--- src/rtl/s3_pkg.sv ---
// Shared definitions for the S3 context retention buffer:
// FSM state encoding and context record packing layout.
package s3_pkg;

    typedef enum logic [1:0] {
        S3_IDLE   = 2'd0,
        S3_RETAIN = 2'd1,
        S3_REPLAY = 2'd2
    } s3_state_e;

    localparam int S3_DATA_W = 4;
    localparam int S3_OP_W   = 2;
    localparam int CTX_W     = 3 * S3_DATA_W + S3_OP_W;

    // Record layout, LSB first: op, b, a, result
    localparam int OFF_OP = 0;

    function automatic int ctx_w(int dw, int ow);
        return 3 * dw + ow;
    endfunction

    function automatic int off_b(int ow);
        return ow;
    endfunction

    function automatic int off_a(int dw, int ow);
        return ow + dw;
    endfunction

    function automatic int off_res(int dw, int ow);
        return ow + 2 * dw;
    endfunction

endpackage

--- src/rtl/s3_ctx_mem.sv ---
// Context record storage: DEPTH x W registers,
// one synchronous write port, one combinational read port.
module s3_ctx_mem #(
    parameter int DEPTH = 8,
    parameter int W     = 14
) (
    input  logic                     clk,
    input  logic                     we,
    input  logic [$clog2(DEPTH)-1:0] waddr,
    input  logic [W-1:0]             wdata,
    input  logic [$clog2(DEPTH)-1:0] raddr,
    output logic [W-1:0]             rdata
);

    logic [W-1:0] mem [DEPTH];

    always_ff @(posedge clk) begin
        if (we) begin
            mem[waddr] <= wdata;
        end
    end

    assign rdata = mem[raddr];

endmodule

--- src/rtl/s3_context_store.sv ---
// Multi-entry S3 context retention buffer: captures ALU
// records while in S3, replays them in order on exit.
module s3_context_store
    import s3_pkg::*;
#(
    parameter int DATA_W    = 4,
    parameter int OP_W      = 2,
    parameter int DEPTH     = 8,
    parameter int OVERWRITE = 0
) (
    input  logic                       clk,
    input  logic                       reset_n,
    input  logic                       s3_state,
    input  logic                       in_valid,
    output logic                       in_ready,
    input  logic [DATA_W-1:0]          in_result,
    input  logic [DATA_W-1:0]          in_a,
    input  logic [DATA_W-1:0]          in_b,
    input  logic [OP_W-1:0]            in_op,
    output logic                       out_valid,
    input  logic                       out_ready,
    output logic [DATA_W-1:0]          out_result,
    output logic [DATA_W-1:0]          out_a,
    output logic [DATA_W-1:0]          out_b,
    output logic [OP_W-1:0]            out_op,
    output logic [$clog2(DEPTH+1)-1:0] count,
    output logic                       overflow,
    output logic                       busy
);

    localparam int CW = $clog2(DEPTH + 1);
    localparam int PW = $clog2(DEPTH);
    localparam int XW = ctx_w(DATA_W, OP_W);
    localparam int OB = off_b(OP_W);
    localparam int OA = off_a(DATA_W, OP_W);
    localparam int OR = off_res(DATA_W, OP_W);

    s3_state_e     state_q, state_d;
    logic [PW-1:0] wr_ptr, wr_d;
    logic [PW-1:0] rd_ptr, rd_d;
    logic [CW-1:0] cnt_q, cnt_d;
    logic          ovf_q, ovf_d;
    logic          clr;

    logic          full;
    logic          push;
    logic          pop;
    logic [XW-1:0] rdata;

    assign full      = (cnt_q == CW'(DEPTH));
    assign in_ready  = (state_q == S3_RETAIN) &&
                       (!full || OVERWRITE != 0);
    assign push      = in_valid && in_ready;
    assign out_valid = (state_q == S3_REPLAY) && (cnt_q != '0);
    assign pop       = out_valid && out_ready;

    always_comb begin
        state_d = state_q;
        wr_d    = wr_ptr;
        rd_d    = rd_ptr;
        cnt_d   = cnt_q;
        ovf_d   = ovf_q;
        clr     = 1'b0;
        unique case (state_q)
            S3_IDLE: begin
                if (s3_state) begin
                    state_d = S3_RETAIN;
                    clr     = 1'b1;
                end
            end
            S3_RETAIN: begin
                if (push) begin
                    wr_d = wr_ptr + 1'b1;
                    // Full overwrite: drop oldest, count unchanged
                    if (full) begin
                        rd_d  = rd_ptr + 1'b1;
                        ovf_d = 1'b1;
                    end else begin
                        cnt_d = cnt_q + 1'b1;
                    end
                end else if (in_valid && full) begin
                    ovf_d = 1'b1;
                end
                if (!s3_state) begin
                    state_d = (cnt_d != '0) ? S3_REPLAY : S3_IDLE;
                end
            end
            S3_REPLAY: begin
                if (s3_state) begin
                    state_d = S3_RETAIN;
                    clr     = 1'b1;
                end else begin
                    if (pop) begin
                        rd_d  = rd_ptr + 1'b1;
                        cnt_d = cnt_q - 1'b1;
                    end
                    if (cnt_d == '0) begin
                        state_d = S3_IDLE;
                    end
                end
            end
            default: begin
                state_d = S3_IDLE;
            end
        endcase
        if (clr) begin
            wr_d  = '0;
            rd_d  = '0;
            cnt_d = '0;
            ovf_d = 1'b0;
        end
    end

    always_ff @(posedge clk or negedge reset_n) begin
        if (!reset_n) begin
            state_q <= S3_IDLE;
            wr_ptr  <= '0;
            rd_ptr  <= '0;
            cnt_q   <= '0;
            ovf_q   <= 1'b0;
        end else begin
            state_q <= state_d;
            wr_ptr  <= wr_d;
            rd_ptr  <= rd_d;
            cnt_q   <= cnt_d;
            ovf_q   <= ovf_d;
        end
    end

    s3_ctx_mem #(
        .DEPTH (DEPTH),
        .W     (XW)
    ) u_mem (
        .clk   (clk),
        .we    (push),
        .waddr (wr_ptr),
        .wdata ({in_result, in_a, in_b, in_op}),
        .raddr (rd_ptr),
        .rdata (rdata)
    );

    assign out_result = out_valid ? rdata[OR +: DATA_W] : '0;
    assign out_a      = out_valid ? rdata[OA +: DATA_W] : '0;
    assign out_b      = out_valid ? rdata[OB +: DATA_W] : '0;
    assign out_op     = out_valid ? rdata[OFF_OP +: OP_W] : '0;
    assign count      = cnt_q;
    assign overflow   = ovf_q;
    assign busy       = (state_q != S3_IDLE);

endmodule

--- config.mk ---
export PLATFORM = sky130hd
export DESIGN_NAME = s3_context_store
export DESIGN_NICKNAME = d
export VERILOG_FILES = /design/src/rtl/s3_pkg.sv /design/src/rtl/s3_ctx_mem.sv /design/src/rtl/s3_context_store.sv
export SDC_FILE = /design/constraint.sdc
export NUM_CORES = 1
export LEC_CHECK = 0
export BUFFER_PORTS_ARGS = -buffer_cell sky130_fd_sc_hd__buf_2
export CAP_MARGIN = 20
export CORE_MARGIN = 3
export CORE_UTILIZATION = 30
export DETAILED_ROUTE_END_ITERATION = 7
export HOLD_SLACK_MARGIN = 0.03
export SLEW_MARGIN = 20
export SYNTH_ARGS = -nofsm -noshare
export SYNTH_HDL_FRONTEND = slang
export SYNTH_SLANG_ARGS = --single-unit
--- constraint.sdc ---
create_clock -name clk -period 8.2 [get_ports clk]
set_input_delay 2.05 -clock clk [delete_from_list [all_inputs] [get_ports clk]]
set_output_delay 2.05 -clock clk [all_outputs]
set_load 0.05 [all_outputs]
==> results of run 1 <==
registers in the layout, summed over array words and instances (netlist names):
signal	flops
state_q	2
wr_ptr	3
u_mem.mem	112
count	4
rd_ptr	3
overflow	1
power by group through the flow:
stage / Sequential [W] / Combinational [W] / Clock [W]
5_1_grt: 0.000784 / 0.000240 / 0.000720
6_report: 0.000777 / 0.000222 / 0.000669
4_1_cts: 0.000778 / 0.000225 / 0.000684
3_3_place_gp: 0.000786 / 0.000222 / 0
3_5_place_dp: 0.000790 / 0.000224 / 0
2_1_floorplan: 0.000780 / 0.000164 / 0
layout make-up:
type | count | area [µm²] | area share, %
Sequential cell | 125 | 3690 | 59.5
Multi-Input combinational cell | 141 | 1450 | 23.3
Clock buffer | 22 | 444 | 7.16
Tap cell | 220 | 275 | 4.44
Timing Repair Buffer | 45 | 238 | 3.83
Clock inverter | 10 | 91.3 | 1.47
Inverter | 4 | 15.0 | 0.242
kinds of logic after synthesis:
| kind of cell | synth area share, % |
|---|---|
| flops | 71.1 |
| buf+inv | 1.81 |
| mux | 15.5 |
| xor+xnor | 1.35 |
| compound gates | 2.56 |
| simple gates | 6.80 |
| fa+ha+maj | 0.964 |
per-stage QoR:
step	worst slack [ns]	total power, W
2_1_floorplan	3.71	0.000944
4_1_cts	3.23	0.00169
5_1_grt	3.09	0.00174
3_3_place_gp	3.76	0.00101
3_5_place_dp	3.69	0.00101
6_report	3.38	0.00167
metal layers:
| metal | wire length (µm) | global-route usage (%) | vias up | part of all wire [%] |
|---|---|---|---|---|
| met5 | 13 | 0 | - | 0.13 |
| met4 | 117 | 3.71 | 2 | 1.1 |
| met3 | 446 | 4.20 | 14 | 4.4 |
| met2 | 5380 | 20.1 | 55 | 53 |
| met1 | 4280 | 13.3 | 1375 | 42 |
| li1 | - | - | 1234 | - |
cell usage in the layout, fill, tap and decap left out, types with 6 or more instances in the layout:
master	count
edfxtp_1	112
buf_2	40
dfrtp_1	12
clkbuf_16	17
nor2_1	24
xnor2_1	6
mux2i_1	16
mux4_2	28
how the worst max path moves through the flow:
stage | startpoint | endpoint | slack, ns | cells past startpoint
after detailed placement | count[0]$_DFFE_PN0P_ | out_b[2] | 3.69 | 6
after global routing | count[0]$_DFFE_PN0P_ | out_b[2] | 3.09 | 6
final | count[0]$_DFFE_PN0P_ | out_b[2] | 3.38 | 6
after floorplan | count[0]$_DFFE_PN0P_ | out_a[0] | 3.71 | 6
after CTS | count[0]$_DFFE_PN0P_ | out_b[2] | 3.23 | 6
after global placement | count[0]$_DFFE_PN0P_ | out_result[0] | 3.76 | 6
worst max-delay path: stages, from the launching register on:
cell      delay [ns]
dfrtp_1         0.46
inv_1           0.16
ha_1            0.26
nor3b_2         0.37
nand2b_1        0.73
nor2_1          0.12
buf_2           0.25
==> flow_metrics.env, run 1 <==
export IMPL_drt_iter0_drc=141
export IMPL_clk_latency_ns=0.41
export IMPL_slew_headroom_pct=30.8
export IMPL_rows=47
export IMPL_die_w_um=138
export IMPL_dp_hpwl_um=6020
export IMPL_ys_ff_latch=125
export IMPL_min_to="overflow$_DFFE_PN0P_"
export IMPL_cts_buffers=17
export IMPL_rsz0062_at_grt="false"
export IMPL_syn_num_nets=306
export IMPL_final_cells=567
export IMPL_yosysTopAreaCell="edfxtp_1"
export IMPL_wl_um=10200
export IMPL_reg2reg_to="u_mem.mem[3][7]$_DFFE_PP_"
export IMPL_yosysMostFrequentCell="edfxtp_1"
export IMPL_fin_nets=357
export IMPL_grtUsageTotal_pct=11.6
export IMPL_outcome="complete, no violations"
export IMPL_p_sw_w=0.000429
export IMPL_syn_to_final_growth_pct=19.5
export IMPL_hold_depth=2
export IMPL_firstDrtPassIters=4
export IMPL_avgSynthCellArea_um2=18.3
export IMPL_seqPwrFrac_pct=46.6
export IMPL_comb_power_share_pct=13.3
export IMPL_final_setup_viol_count=0
export IMPL_postCtsSetupBuffers=0
export IMPL_route_detailed_drc=0
export IMPL_synth_async_reset_ratio_pct=10.4
export IMPL_hold_ws_ns=0.546
export IMPL_grt_pass1_vias=2831
export IMPL_io_pins=41
export IMPL_antenna_left=0
export IMPL_hold_buffers=0
export IMPL_fin_skew_ns=0.00926
export IMPL_grt_max_degree=31
export IMPL_die_y_um=138
export IMPL_tightest_slew_ns=1.04
export IMPL_period_minus_slack_ns=4.82
export IMPL_place_area_mm2=0.00567
export IMPL_leakagePower_nw=2.07
export IMPL_synth_edf_count=112
export IMPL_required_ns=6.15
export IMPL_dp_cells=535
export IMPL_synthDistinctLibCells=42
export IMPL_grt_pass1_wl_um=15700
export IMPL_max_cap_viol_count=0
export IMPL_synthCells=283
export IMPL_r2r_cells=5
export IMPL_cts_sinks=125
export IMPL_htree_levels=4
export IMPL_ir_worst_vdd_uv=146
export IMPL_antenna_cells=0
export IMPL_layout_drive_gt1_share_pct=33.4
export IMPL_synth_top_area_share_pct=64.8
export IMPL_r2r_slack_ns=5.60
export IMPL_path_class="reg -> out"
export IMPL_routabilityCongestion=0.802
export IMPL_clk_pin_slew_worst_paths_ns=0.05
export IMPL_fin_setup_tns_ns=0
export IMPL_synth_warnings=0
export IMPL_core_region_area_mm2=0.0168
export IMPL_ys_top_cells_by_area="edfxtp_1 (65%), mux4_2 (12%), dfrtp_1 (6.3%)"
export IMPL_cts_path_max_buffers=2
export IMPL_finalHoldViolations=0
export IMPL_overflow=0
export IMPL_hp_class="reg -> reg"
export IMPL_arrival_ns=2.77
export IMPL_min_delay_start="overflow$_DFFE_PN0P_"
export IMPL_root_buffer="clkbuf_16"
export IMPL_die_area_mm2=0.0189
export IMPL_yosysSeqAreaShare_pct=71.1
export IMPL_cts_tree="yes"
export IMPL_wl_per_cell_um=18.1
export IMPL_final_max_slew_viol_count=0
export IMPL_fmax_ghz=0.208
export IMPL_cts_resized_gates=0
export IMPL_rr_startpoint="count[0]$_DFFE_PN0P_"
export IMPL_fill_cells=1541
export IMPL_synthTopCellsByCount="edfxtp_1 (112), mux4_2 (28), nor2_1 (27), mux2i_1 (16), dfrtp_1 (13)"
export IMPL_cp_max_fo=15
export IMPL_vias=2680
export IMPL_initial_core_util_pct=31.0
export IMPL_syn_area_mm2=0.00519
export IMPL_vias_per_cell=4.73
export IMPL_antenna_found_initial=1
export IMPL_ys_flop_type="edfxtp_1"
export IMPL_intPower_w=0.00124
export IMPL_power_frac_clock_pct=40.1
export IMPL_swShare_pct=25.7
export IMPL_start_kind="flop"
export IMPL_crit_path_end_kind="primary output"
export IMPL_power_per_cell_area_mw_per_mm2=269
export IMPL_fin_util_pct=37.0
export IMPL_port_buffer_count=40
export IMPL_fin_crit_sh_pct=58.7
export IMPL_post_route_cell_area_mm2=0.00620
Note: power is estimated with default switching activity, not from simulation.
==> run 2, diff against run 1 <==
--- a/config.mk
+++ b/config.mk
@@ -5,6 +5,7 @@
 export SDC_FILE = /design/constraint.sdc
 export NUM_CORES = 1
 export LEC_CHECK = 0
+export ABC_AREA = 1
 export BUFFER_PORTS_ARGS = -buffer_cell sky130_fd_sc_hd__buf_2
 export CAP_MARGIN = 20
 export CORE_MARGIN = 3
==> constraint.sdc (replaced) <==
create_clock -name clk -period 5.03 [get_ports clk]
set_input_delay 1.2575 -clock clk [delete_from_list [all_inputs] [get_ports clk]]
set_output_delay 1.2575 -clock clk [all_outputs]
set_load 0.05 [all_outputs]
==> run 2 against run 1 <==
Effect of this change: die area is 2.6% higher; register-to-register slack worse by 3.3 ns; via count grew 33%; largest power group unchanged.
==> flow_metrics.env, run 2 <==
export IMPL_synth_top_area_share_pct=63.1
export IMPL_most_common_layout_cells="edfxtp_1 (112), nor2_1 (96), o21ai_0 (66), nand2_1 (47), buf_2 (40)"
export IMPL_finalHoldViolations=0
export IMPL_final_setup_viol_count=0
export IMPL_root_buffer="clkbuf_16"
export IMPL_start_kind="flop"
export IMPL_drt_iter0_drc=330
export IMPL_post_route_cell_area_mm2=0.00633
export IMPL_synthTopCellsByCount="edfxtp_1 (112), nor2_1 (100), o21ai_0 (66), nand2_1 (47), inv_1 (17)"
export IMPL_min_delay_start="state_q[1]$_DFFE_PN0P_"
export IMPL_setup_slack_ns=1.20
export IMPL_outcome="complete, no violations"
export IMPL_fmax_ghz=0.261
export IMPL_clk_pin_slew_worst_paths_ns=0.05
export IMPL_antenna_left=0
export IMPL_postCtsSetupBuffers=0
export IMPL_cp_max_fo=29
export IMPL_arrival_ns=2.57
export IMPL_yosysMostFrequentCell="edfxtp_1"
export IMPL_rsz0062_at_grt="false"
export IMPL_crit_path_end_kind="primary output"
export IMPL_cts_path_max_buffers=2
export IMPL_max_cap_viol_count=0
export IMPL_layout_drive_gt1_share_pct=18.6
export IMPL_ys_top_cells_by_area="edfxtp_1 (63%), nor2_1 (7.0%), o21ai_0 (6.2%)"
export IMPL_port_buffer_count=40
export IMPL_die_area_mm2=0.0194
export IMPL_final_cells=741
export IMPL_startpoint="rd_ptr[1]$_DFFE_PN0P_"
export IMPL_synth_async_reset_ratio_pct=10.4
export IMPL_path_class="reg -> out"
export IMPL_synthDistinctLibCells=28
export IMPL_hp_class="reg -> reg"
export IMPL_dp_cells=712
export IMPL_grt_pass1_wl_um=19000
export IMPL_place_area_mm2=0.00574
export IMPL_die_w_um=139
export IMPL_final_common_cell="edfxtp_1"
export IMPL_rr_startpoint="count[0]$_DFFE_PN0P_"
export IMPL_antenna_cells=0
export IMPL_synth_warnings=0
export IMPL_synth_edf_count=112
export IMPL_firstDrtPassIters=4
export IMPL_routabilityCongestion=0.845
export IMPL_grtUsageTotal_pct=12.6
export IMPL_io_pins=41
export IMPL_fin_crit_sh_pct=76.1
export IMPL_cts_tree="yes"
export IMPL_slew_headroom_pct=28.8
export IMPL_syn_area_mm2=0.00533
export IMPL_required_ns=3.77
export IMPL_wl_um=11900
export IMPL_cts_resized_gates=0
export IMPL_ys_flop_type="edfxtp_1"
export IMPL_hold_buffers=0
export IMPL_grt_max_degree=59
export IMPL_core_region_area_mm2=0.0174
export IMPL_initial_core_util_pct=30.7
export IMPL_fin_setup_tns_ns=0
export IMPL_finalPower_w=0.00296
export IMPL_die_y_um=139
export IMPL_route_detailed_drc=0
export IMPL_syn_num_nets=488
export IMPL_ys_ff_latch=125
export IMPL_yosysSeqAreaShare_pct=69.2
export IMPL_vias_per_cell=4.80
export IMPL_syn_to_final_growth_pct=18.7
export IMPL_overflow=0
export IMPL_ir_worst_vdd_uv=208
export IMPL_fin_nets=529
export IMPL_power_per_cell_area_mw_per_mm2=468
export IMPL_wl_per_cell_um=16.1
export IMPL_rows=48
export IMPL_grt_pass1_vias=3611
export IMPL_htree_levels=4
export IMPL_period_minus_slack_ns=3.83
export IMPL_clk_latency_ns=0.41
export IMPL_vias=3558
export IMPL_tightest_slew_ns=1.07
export IMPL_final_max_slew_viol_count=0
export IMPL_leakagePower_nw=2.31
export IMPL_cts_sinks=125
export IMPL_fin_skew_ns=0.0108
export IMPL_yosysTopAreaCell="edfxtp_1"
export IMPL_cts_buffers=17
export IMPL_synthCells=465
export IMPL_antenna_found_initial=1
export IMPL_avgSynthCellArea_um2=11.5
export IMPL_top_register="u_mem.mem"
export IMPL_largest_reg_flops=112
export IMPL_place_ws_ns=1.60
export IMPL_dp_hpwl_um=7070
[run 2: cell types whose count changed after synthesis, sizes merged, moves of 4 or more]
cell / change
inv: +18
xnor2: -6
buf: +6
mux2i: -16
o21ai: +73
nand2: +48
a31oi: +14
nor2: +76
nand2b: -4
o22ai: +14
clkbuf: +4
mux4: -28
nand4: +4
nand3: +8
[run 2: metal layers]
layer,track usage (%),up-vias,part of all wire (%),wire length (µm)
met3,3.20,14,6.8,806
met4,5.51,2,0.94,112
li1,-,1736,-,-
met2,21.0,104,50,5950
met1,15.4,1702,42,5040
met5,0,-,0.059,7
[run 2: where the power goes]
| part | internal [W] | total [W] | leakage, nW | switching, W |
|---|---|---|---|---|
| combinational | 0.000131 | 0.000491 | 0.850 | 0.000360 |
| sequential | 0.00121 | 0.00125 | 1.19 | 0.0000416 |
| clock | 0.000813 | 0.00122 | 0.275 | 0.000405 |
[run 2: path summary, 6_finish.rpt]
kind	end	slack, ns	cells past startpoint
worst max-delay path	out_a[3]	1.20	6
worst min-delay path	state_q[0]$_DFFE_PN0P_	0.49	1
worst max register to register	u_mem.mem[0][7]$_DFFE_PP_	2.25	8
worst min register to register	state_q[0]$_DFFE_PN0P_	0.49	1
max in group asynchronous	rd_ptr[0]$_DFFE_PN0P_	4.06	1
min in group asynchronous	state_q[0]$_DFFE_PN0P_	0.73	1
[run 2: per-stage QoR]
| step | hold WS (ns) | utilization, % |
|---|---|---|
| 6_report | 0.488 | 36.5 |
| 5_1_grt | 0.514 | 36.5 |
| 4_1_cts | 0.489 | 36.5 |
| 3_5_place_dp | 0.482 | 33.1 |
| 3_3_place_gp | 0.475 | 33.1 |
| 2_1_floorplan | 0.456 | - |
[run 2: layout make-up]
class	count	area, µm²
Clock inverter	9	146
Inverter	24	92.6
Tap cell	225	282
Sequential cell	125	3690
Multi-Input combinational cell	293	1440
Timing Repair Buffer	45	238
Clock buffer	20	437
Fill cell	1672	11000
[run 2: kinds of logic after synthesis]
kind of cell               after synthesis  share of synthesized area [%]
and+or+nand+nor                        177                           14.3
DFF                                    125                           69.2
AOI/OAI and AO/OA                      112                           11.3
buffers and inverters                   47                           4.22
adders and majority gates                4                          0.939
[run 2: worst max-delay path, cell delays in order, from the launching register on]
cell	delay, ns
dfrtp_1	0.37
inv_1	0.71
o21ai_0	0.23
o22ai_1	0.19
o21ai_0	0.10
a31oi_1	0.24
buf_2	0.30
